<file path="src/rtl/seq_pkg.sv">
// rtl/seq_pkg.sv - shared state encoding for the serial sequence generator and detectors
package seq_pkg;

    localparam logic [1:0] ST_IDLE  = 2'd0;
    localparam logic [1:0] ST_SHIFT = 2'd1;
    localparam logic [1:0] ST_GAP   = 2'd2;
    localparam logic [1:0] ST_DONE  = 2'd3;

    typedef enum logic [1:0] {
        S_IDLE  = ST_IDLE,
        S_SHIFT = ST_SHIFT,
        S_GAP   = ST_GAP,
        S_DONE  = ST_DONE
    } seq_state_e;

endpackage

</file>
<file path="src/rtl/seq_down_cnt.sv">
// rtl/seq_down_cnt.sv - loadable down-counter that holds at zero
module seq_down_cnt #(
    parameter int WIDTH = 4
) (
    input  logic             clk,
    input  logic             reset,
    input  logic             load,
    input  logic             en,
    input  logic [WIDTH-1:0] din,
    output logic             zero
);

    logic [WIDTH-1:0] count_q;
    logic [WIDTH-1:0] count_d;

    always_comb begin
        count_d = count_q;
        if (load) begin
            count_d = din;
        end else if (en && (count_q != '0)) begin
            count_d = count_q - WIDTH'(1);
        end
    end

    always_ff @(posedge clk or negedge reset) begin
        if (!reset) begin
            count_q <= '0;
        end else begin
            count_q <= count_d;
        end
    end

    assign zero = (count_q == '0);

endmodule

</file>
<file path="src/rtl/seq_gen_tx.sv">
// rtl/seq_gen_tx.sv - serial pattern transmitter, MSB-first with repeats and idle gaps
module seq_gen_tx
    import seq_pkg::*;
#(
    parameter int MAXLEN = 8,
    parameter int REPW   = 4,
    parameter int GAPW   = 3,
    localparam int LENW  = $clog2(MAXLEN + 1)
) (
    input  logic              clk,
    input  logic              reset,
    input  logic              start,
    input  logic              abort,
    input  logic [MAXLEN-1:0] pattern,
    input  logic [LENW-1:0]   len,
    input  logic [REPW-1:0]   reps,
    input  logic [GAPW-1:0]   gap,
    output logic              xout,
    output logic              xvalid,
    output logic              busy,
    output logic              done,
    output logic              err
);

    seq_state_e        state_q, state_d;
    logic [MAXLEN-1:0] pat_q, pat_d;
    logic [MAXLEN-1:0] work_q, work_d;
    logic [LENW-1:0]   len_q, len_d;
    logic [GAPW-1:0]   gap_q, gap_d;
    logic              xout_q, xout_d;
    logic              xvalid_q, xvalid_d;
    logic              busy_q, busy_d;
    logic              done_q, done_d;
    logic              err_q, err_d;

    logic              idx_load, idx_en, idx_zero;
    logic [LENW-1:0]   idx_din;
    logic              rep_load, rep_en, rep_zero;
    logic              gap_load, gap_en, gap_zero;
    logic              len_ok, abort_now;

    assign len_ok    = (len != '0) && (len <= LENW'(MAXLEN));
    assign abort_now = abort && ((state_q == S_SHIFT) || (state_q == S_GAP));

    // The shadow pattern is stored left-aligned so the current bit is always the MSB of work_q.
    always_comb begin
        state_d  = state_q;
        pat_d    = pat_q;
        work_d   = work_q;
        len_d    = len_q;
        gap_d    = gap_q;
        idx_load = 1'b0;
        idx_en   = 1'b0;
        idx_din  = len_q - LENW'(1);
        rep_load = 1'b0;
        rep_en   = 1'b0;
        gap_load = 1'b0;
        gap_en   = 1'b0;
        case (state_q)
            S_IDLE: begin
                if (start && len_ok) begin
                    pat_d    = pattern << (LENW'(MAXLEN) - len);
                    work_d   = pattern << (LENW'(MAXLEN) - len);
                    len_d    = len;
                    gap_d    = gap;
                    idx_din  = len - LENW'(1);
                    idx_load = 1'b1;
                    rep_load = 1'b1;
                    state_d  = S_SHIFT;
                end
            end
            S_SHIFT: begin
                if (abort) begin
                    state_d = S_IDLE;
                end else if (!idx_zero) begin
                    idx_en = 1'b1;
                    work_d = work_q << 1;
                end else if (rep_zero) begin
                    state_d = S_DONE;
                end else if (gap_q != '0) begin
                    rep_en   = 1'b1;
                    gap_load = 1'b1;
                    state_d  = S_GAP;
                end else begin
                    rep_en   = 1'b1;
                    idx_load = 1'b1;
                    work_d   = pat_q;
                end
            end
            S_GAP: begin
                if (abort) begin
                    state_d = S_IDLE;
                end else if (gap_zero) begin
                    idx_load = 1'b1;
                    work_d   = pat_q;
                    state_d  = S_SHIFT;
                end else begin
                    gap_en = 1'b1;
                end
            end
            S_DONE:  state_d = S_IDLE;
            default: state_d = S_IDLE;
        endcase
    end

    // Outputs are registered from the current state; an abort clears them on the same edge.
    always_comb begin
        xvalid_d = (state_q == S_SHIFT) && !abort_now;
        xout_d   = xvalid_d && work_q[MAXLEN-1];
        busy_d   = (state_q != S_IDLE) && !abort_now;
        done_d   = (state_q == S_DONE);
        err_d    = (state_q == S_IDLE) && start && !len_ok;
    end

    always_ff @(posedge clk or negedge reset) begin
        if (!reset) begin
            state_q  <= S_IDLE;
            pat_q    <= '0;
            work_q   <= '0;
            len_q    <= '0;
            gap_q    <= '0;
            xout_q   <= 1'b0;
            xvalid_q <= 1'b0;
            busy_q   <= 1'b0;
            done_q   <= 1'b0;
            err_q    <= 1'b0;
        end else begin
            state_q  <= state_d;
            pat_q    <= pat_d;
            work_q   <= work_d;
            len_q    <= len_d;
            gap_q    <= gap_d;
            xout_q   <= xout_d;
            xvalid_q <= xvalid_d;
            busy_q   <= busy_d;
            done_q   <= done_d;
            err_q    <= err_d;
        end
    end

    seq_down_cnt #(.WIDTH(LENW)) u_idx_cnt (
        .clk   (clk),
        .reset (reset),
        .load  (idx_load),
        .en    (idx_en),
        .din   (idx_din),
        .zero  (idx_zero)
    );

    seq_down_cnt #(.WIDTH(REPW)) u_rep_cnt (
        .clk   (clk),
        .reset (reset),
        .load  (rep_load),
        .en    (rep_en),
        .din   (reps),
        .zero  (rep_zero)
    );

    seq_down_cnt #(.WIDTH(GAPW)) u_gap_cnt (
        .clk   (clk),
        .reset (reset),
        .load  (gap_load),
        .en    (gap_en),
        .din   (gap_q - GAPW'(1)),
        .zero  (gap_zero)
    );

    assign xout   = xout_q;
    assign xvalid = xvalid_q;
    assign busy   = busy_q;
    assign done   = done_q;
    assign err    = err_q;

endmodule

</file>
<file path="config.mk">
export PLATFORM = sky130hd
export DESIGN_NAME = seq_gen_tx
export DESIGN_NICKNAME = d
export VERILOG_FILES = /design/src/rtl/seq_pkg.sv /design/src/rtl/seq_down_cnt.sv /design/src/rtl/seq_gen_tx.sv
export SDC_FILE = /design/constraint.sdc
export NUM_CORES = 1
export LEC_CHECK = 0
export BUFFER_PORTS_ARGS = -buffer_cell sky130_fd_sc_hd__buf_2
export CAP_MARGIN = 20
export CORE_MARGIN = 1.5
export CORE_UTILIZATION = 38
export DETAILED_ROUTE_END_ITERATION = 12
export SLEW_MARGIN = 30
export SYNTH_ARGS = -nofsm -noshare
export SYNTH_HDL_FRONTEND = slang
export SYNTH_SLANG_ARGS = --single-unit
</file>
<file path="constraint.sdc">
create_clock -name clk -period 2.7 [get_ports clk]
set_input_delay 0.54 -clock clk [delete_from_list [all_inputs] [get_ports clk]]
set_output_delay 0.54 -clock clk [all_outputs]
set_load 0.05 [all_outputs]
</file>
==> Yosys cells after proc, flatten, opt, wreduce, memory -nomap -nowiden <==
Index checks and enable logic that the tools add are counted.
{ "classes": {"n_addsub": 7, "order_cmp": 1, "n_eq_ne": 12, "shifts": 1, "n_mux": 48, "n_reduce_logical": 31} }
{ "op_table": {"columns": ["op", "n"], "rows": [
  ["two-way mux 8 bit", 7],
  ["two-way mux 4 bit", 6],
  ["case mux 8 bit (3 select lines)", 1],
  ["two-way mux 1 bit", 23],
  ["subtractor 4 x 1 -> 4 bit (second input constant)", 4],
  ["two-way mux 2 bit", 7],
  ["!= test 3 bit (second input constant)", 4],
  ["nonzero test 4 bit", 3],
  ["logical AND 1 bit", 11],
  ["nonzero test 3 bit", 3],
  ["zero test 4 bit", 2],
  ["!= test 2 bit (second input constant)", 4],
  ["case mux 2 bit (4 select lines)", 1],
  ["nonzero test 2 bit", 4],
  ["left shift 8 x 4 -> 8 bit", 1],
  ["AND reduction 7 bit", 1],
  ["two-way mux 3 bit", 2],
  ["subtractor 3 x 1 -> 3 bit (second input constant)", 2],
  ["== test 2 bit (second input constant)", 2],
  ["less-or-equal comparator 4 bit (second input constant)", 1],
  ["!= test 4 x 3 -> 1 bit (second input constant)", 1],
  ["AND reduction 4 bit", 1],
  ["subtractor 4 bit (first input constant)", 1],
  ["zero test 3 bit", 1],
  ["6 further kinds", 7]
]} }
{ "word_totals": {"reg_bits": 41, "in_bits": 23, "out_inout_bits": 5} }

==> Depth between registers and ports, before layout <==
{ "depth": {"word_depth": 8, "mapped_depth": 10, "ltp_nobuf": 9} }

==> Cells and area by module <==
Synthesis repeated with hierarchy kept, for this count alone.
{ "hier_totals": {"cells_unflattened": 277, "area_unflattened_um2": 2750.1} }
{ "modules_own_cells": {"columns": ["mod", "n_inst", "cells_each", "area_each_um2", "seq_area_each_um2"], "rows": [
  ["seq_gen_tx", 1, 204, 2019.4, 750.7],
  ["seq_down_cnt at u_idx_cnt ...", 2, 27, 270.3, 100.1],
  ["seq_down_cnt at u_gap_cnt", 1, 19, 190.2, 75.1]
]} }

==> Least setup slack after synthesis <==
OpenSTA, ideal clock, no wires.
{ "synth_path": {"path_type": "input to register", "start": "in len[0]", "end": "reg work_q[6]", "setup_ns": 0.095, "t_arrival_ns": 2.292, "slack_ns": 0.313, "stages": 9, "n_path_buf": 2, "cell_sequence": "buf_2 -> inv_1 -> ha_1 -> buf_1 -> mux4_2 -> nor2_1 -> a311oi_1 -> nor2_1 -> o31ai_1"} }
{ "synth_via": {"elab_chain_len": 5, "elab_cells_between_ends": 10, "classes_between": "add/sub (1); order compare (1); eq/ne (1); shift (1); mux (2); reduce/logical (4)"} }
{ "synth_rtl": {"columns": ["element", "line", "text"], "rows": [
  ["start: declaration", "seq_gen_tx.sv:15", "input logic [LENW-1:0] len,"],
  ["parallel branches: the longest is 5 deep, another holds subtractor 4 bit", null, null],
  ["end signal: assignment", "seq_gen_tx.sv:130", "work_q <= work_d;"],
  ["end: declaration", "seq_gen_tx.sv:27", "logic [MAXLEN-1:0] work_q, work_d;"]
]} }
Several ways; the timed one is not identified. The select of a mux whose other input is x is not followed.
A chain may end at the register's enable or synchronous reset.

==> Worst setup path after layout <==
{ "layout_path": {"start": "reg u_idx_cnt.count_q[0]", "end": "reg u_gap_cnt.count_q[1]"} }
{ "layout_via": {"elab_chain_len": 5, "elab_cells_between_ends": 6, "classes_between": "mux (4); reduce/logical (2)"} }
{ "layout_rtl": {"columns": ["element", "line", "text"], "rows": [
  ["start: declaration", "seq_down_cnt.sv:13", "logic [WIDTH-1:0] count_q;"],
  ["start signal: assignment", "seq_down_cnt.sv:29", "count_q <= count_d;"],
  ["zero test 4 bit (*)", "seq_down_cnt.sv:33", "assign zero = (count_q == '0);"],
  ["two-way mux 1 bit (*)", "seq_gen_tx.sv:75", "end else if (!idx_zero) begin"],
  ["two-way mux 1 bit (*)", "seq_gen_tx.sv:73", "if (abort) begin"],
  ["two-way mux 1 bit (*)", "seq_gen_tx.sv:59", "case (state_q)"],
  ["two-way mux 3 bit or nonzero test 2 bit (tied branches)", null, null],
  ["end signal: assignment", "seq_down_cnt.sv:29", null],
  ["end: declaration", "seq_down_cnt.sv:13", null]
]} }
Mark *: on every way between the ends. The rest lies on a longest branch, timed or not.

==> run summary <==
The flow ran to the end, but the final reports show violations. The final reports fail on DRC. Cells fill 45.4% of the core in the end. Wires add up to 5.20 mm.

The total vias in the final route is 2010. The power density over cell area came out at 1020 nW/um^2. The wire length per cell after detailed routing came out at ~14 um. The count of final max-slew check failures came to 0. For this run, the number of Yosys warnings is 0. The net count after synthesis is 297. The sequential share of the synthesized area came out at 40.2%. Summing the areas of all compound-gate instances in the mapped netlist gives ~15% of the synthesized area. The die covers 7220 um^2. The cell area that synthesis handed to floorplanning was ~2600 um^2. The number of fillers in the final layout came out at 598. The arrival time at the worst endpoint is 2.60 ns.

In this run the core area contains 29 standard-cell rows. The worst setup slack for register-to-register paths is 0.29 ns. In this run the critical register-to-register path is captured at u_gap_cnt.count_q[1]. In the routed layout, each cell is associated on average with a via count of 5.36.

Of the available clock period, the critical path in the final layout requires 89.2%. Relative to the synthesized area, the layout overhead comes to 14.1%. Summing all multi-input logic gate instances after layout gives 1430 um^2. The gate count of the mapped netlist came out at 264. The worst setup path is launched from a register. The post-synthesis share of cell area spent on full adders, half adders and majority gates is 4.90%.

The netlist uses 48 different library cells. IR analysis of the VDD net gives a maximum drop of 345 uV. Global routing finished with a remaining overflow of 0.

In the detailed route, the total length drawn on met3 is between 150 and 200 um. The worst setup path is captured at a register. The routed metal-1 wirelength came out at 2.68 mm. The hold violation count in the final report came to 0. The largest total area in the synthesized netlist belongs to dfrtp_1. The final total power is 2.98 mW. Timing analysis after detailed placement gives a worst setup slack of 0.295 ns.

After synthesis, the largest area contributor takes up 40.2% of total cell area. The initial antenna violation count came out at 0. In the synthesized netlist the dominant register cell turns out to be dfrtp_1.

The number of gates given a new drive strength after cts came out at 0. TritonCTS built the clock tree. The worst setup margin is 0.292 ns. Timing would allow up to ~420 MHz. The max-cap check violation count came out at 0. The leakage dissipation is 1.36 nW. Measured against the total synthesized area, the mux share comes to 14.7%. Entering global routing, the biggest net connects between 40 and 50 pins. The most critical setup path has its startpoint at u_idx_cnt.count_q[0]. The die outline height came out at about 85 um. The region available for standard cell placement spans 6420 um^2. Port buffering added 27 buffers.

Signal routing reaches up to met4. After Yosys synthesis, and, or, nand and nor cells account for 18.1% of the synthesized area. From left edge to right edge, the die measures 85.0 um. The fraction of final layout cells with drive strength greater than 1 is 24.2%.

After synthesis, the share of flip-flops with an asynchronous set or reset is 100%. Global routing consumed, over all layers together, 15.9% of the routing resources. The most common cell in the synthesized netlist is nand2_1.

The maximum clock insertion buffer count is 2. The maximum clock skew at final layout is 0.00487 ns. The post-DP HPWL is 3.89 mm. The sequential standard cell area is 1030 um^2. In this run the count of I/O pins placed on the die edge is 28.

The number of nets in the finished design is 330. The minimum clock period is between 2 and 2.5 ns. The number of setup buffers added after CTS is 0. The number of nets still failing antenna checks after routing came out at 0. The length of routed met2 wiring came out at 2.26 mm. The post-synthesis average cell area is ~9.7 um^2. The number of global-route vias before repair is 1888. The placer congestion estimate came out at 0.792.

In this run the tightest slew margin relative to its limit is 56.4%. Counting instances in the post-synthesis netlist gives the leading cell types as nand2_1 (49), dfrtp_1 (41), a21oi_1 (18). After synthesis, the cell types taking the most area are dfrtp_1 (40%), nand2_1 (7.2%), mux2_2 (6.2%), ha_1 (4.9%), mux4_2 (4.4%). The clock-pin slew of the registers on the worst-case setup and hold paths came out at 0.08 ns. The total clock sinks came out at 41. The worst hold path belongs to the class in2async. The worst register-to-register path begins at u_idx_cnt.count_q[0]. After synthesis the netlist holds a flip-flop and latch count of 41. The number of hold buffers added after CTS was 0. Setup repair after global routing left no endpoint under its margin.

The post-route DRC violation count is 4. The number of antenna diodes in the final layout is 0. The deepest level of the CTS H-tree came out at 2. The critical path required time is 2.89 ns.

For this block, the initial DRC count from the detailed router was between 100 and 150. The minimum hold slack is 0.213 ns. Clock latency on the worst-skew pair, taken at its later pin, is a little under 0.3 ns. Adding up every negative setup slack in the final design gives 0 ns. By area, the combinational part of the netlist is dominated by simple AND/OR/NAND/NOR gates. The detailed-routing iteration count for the pre-antenna-repair pass came out at 10. Summing the areas of all xor and xnor instances in the mapped netlist gives 3.77% of the synthesized area. The master cell of the clock root buffer is clkbuf_8. In this run, synthesis inferred 0 flip-flops with an integrated enable. Setup violations remaining at the end of the flow were counted as 0. The starting density of the core came out at approximately two fifths. The transition time at the pin with the least slew margin is around 0.65 ns. Counting the buffers created by CTS gives 5. Of all nets on the critical path, the largest fanout is 9. The worst reg2reg path depth is 8. The first-pass GRT wire length is 9.18 mm. The category of the critical setup timing path is reg2reg.
## power breakdown
group	total, mW	switching [mW]	internal [mW]
registers	1.08	0.194	0.881
clock network	0.447	0.216	0.231
logic	1.45	0.822	0.632
## registers in the layout (all words and copies together), names as in the netlist
name               flops
u_rep_cnt.count_q      4
busy                   1
xout                   1
state_q                2
len_q                  4
u_idx_cnt.count_q      4
err                    1
gap_q                  3
pat_q                  8
xvalid                 1
done                   1
work_q                 8
u_gap_cnt.count_q      3
## per-layer routing
metal / up-vias / global-route usage, %
li1: 1012 / -
met4: 0 / 5.37
met3: 7 / 3.02
met5: - / 0
met1: 950 / 23.4
met2: 41 / 23.4
## layout make-up
| type | count | area share (%) |
|---|---|---|
| flip-flops and latches | 41 | 35.2 |
| clock buffers | 7 | 3.31 |
| repair buffers | 38 | 7.56 |
| clock inverters | 1 | 0.172 |
| inverters | 10 | 1.29 |
| well taps | 77 | 3.31 |
| multi-input cells | 201 | 49.1 |
## cells by family (layout without fill, tap and decap cells)
| logic type | after synthesis | in the layout |
|---|---|---|
| and+or+nand+nor | 95 | 95 |
| muxes | 29 | 29 |
| buffers and inverters | 22 | 56 |
| adders and majority gates | 10 | 10 |
| xor gates and xnor gates | 11 | 11 |
| DFF | 41 | 41 |
| AOI/OAI and AO/OA | 56 | 56 |
## critical path, cell delays in order, from the launching register on
cell     delay, ns
dfrtp_1       0.39
inv_1         0.09
ha_1          0.18
or3b_1        0.55
nor3b_4       0.38
a22oi_1       0.15
ha_1          0.31
a21oi_1       0.04
a31o_2        0.22
## layout by cell type, fill, tap and decap left out, types with 2 or more instances in the layout
| cell | instances |
|---|---|
| dfrtp_1 | 41 |
| xnor2_1 | 5 |
| o211ai_1 | 3 |
| nand2_1 | 49 |
| nor4_1 | 2 |
| nand3_1 | 6 |
| or4_1 | 2 |
| nor2_1 | 12 |
| ha_1 | 10 |
| clkbuf_8 | 7 |
| nand4b_1 | 2 |
| nand2b_1 | 2 |
| mux2i_1 | 9 |
| a21boi_0 | 2 |
| nor3_1 | 7 |
| inv_1 | 10 |
| a22oi_1 | 3 |
| a22o_1 | 2 |
| xor2_1 | 6 |
| mux2_2 | 14 |
| buf_4 | 12 |
| mux4_2 | 5 |
| nor2b_1 | 4 |
| o31ai_1 | 8 |
| buf_2 | 26 |
| o21ai_0 | 10 |
| a21oi_1 | 18 |
## stage by stage
stage	instances	cell area [um^2]
floorplan	264	2550
global placement	367	2810
finish	375	2910
CTS	375	2910
global route	375	2910
detailed placement	367	2810
## worst max-delay path by stage
stage	slack, ns	depth (start not counted)	end
after CTS	0.29	8	u_gap_cnt.count_q[1]
after global placement	0.29	8	u_gap_cnt.count_q[1]
final	0.29	8	u_gap_cnt.count_q[1]
after floorplan	0.31	9	work_q[6]
after global routing	0.13	8	u_gap_cnt.count_q[1]
after detailed placement	0.30	9	u_idx_cnt.count_q[1]
Note: power is estimated with default switching activity, not from simulation.
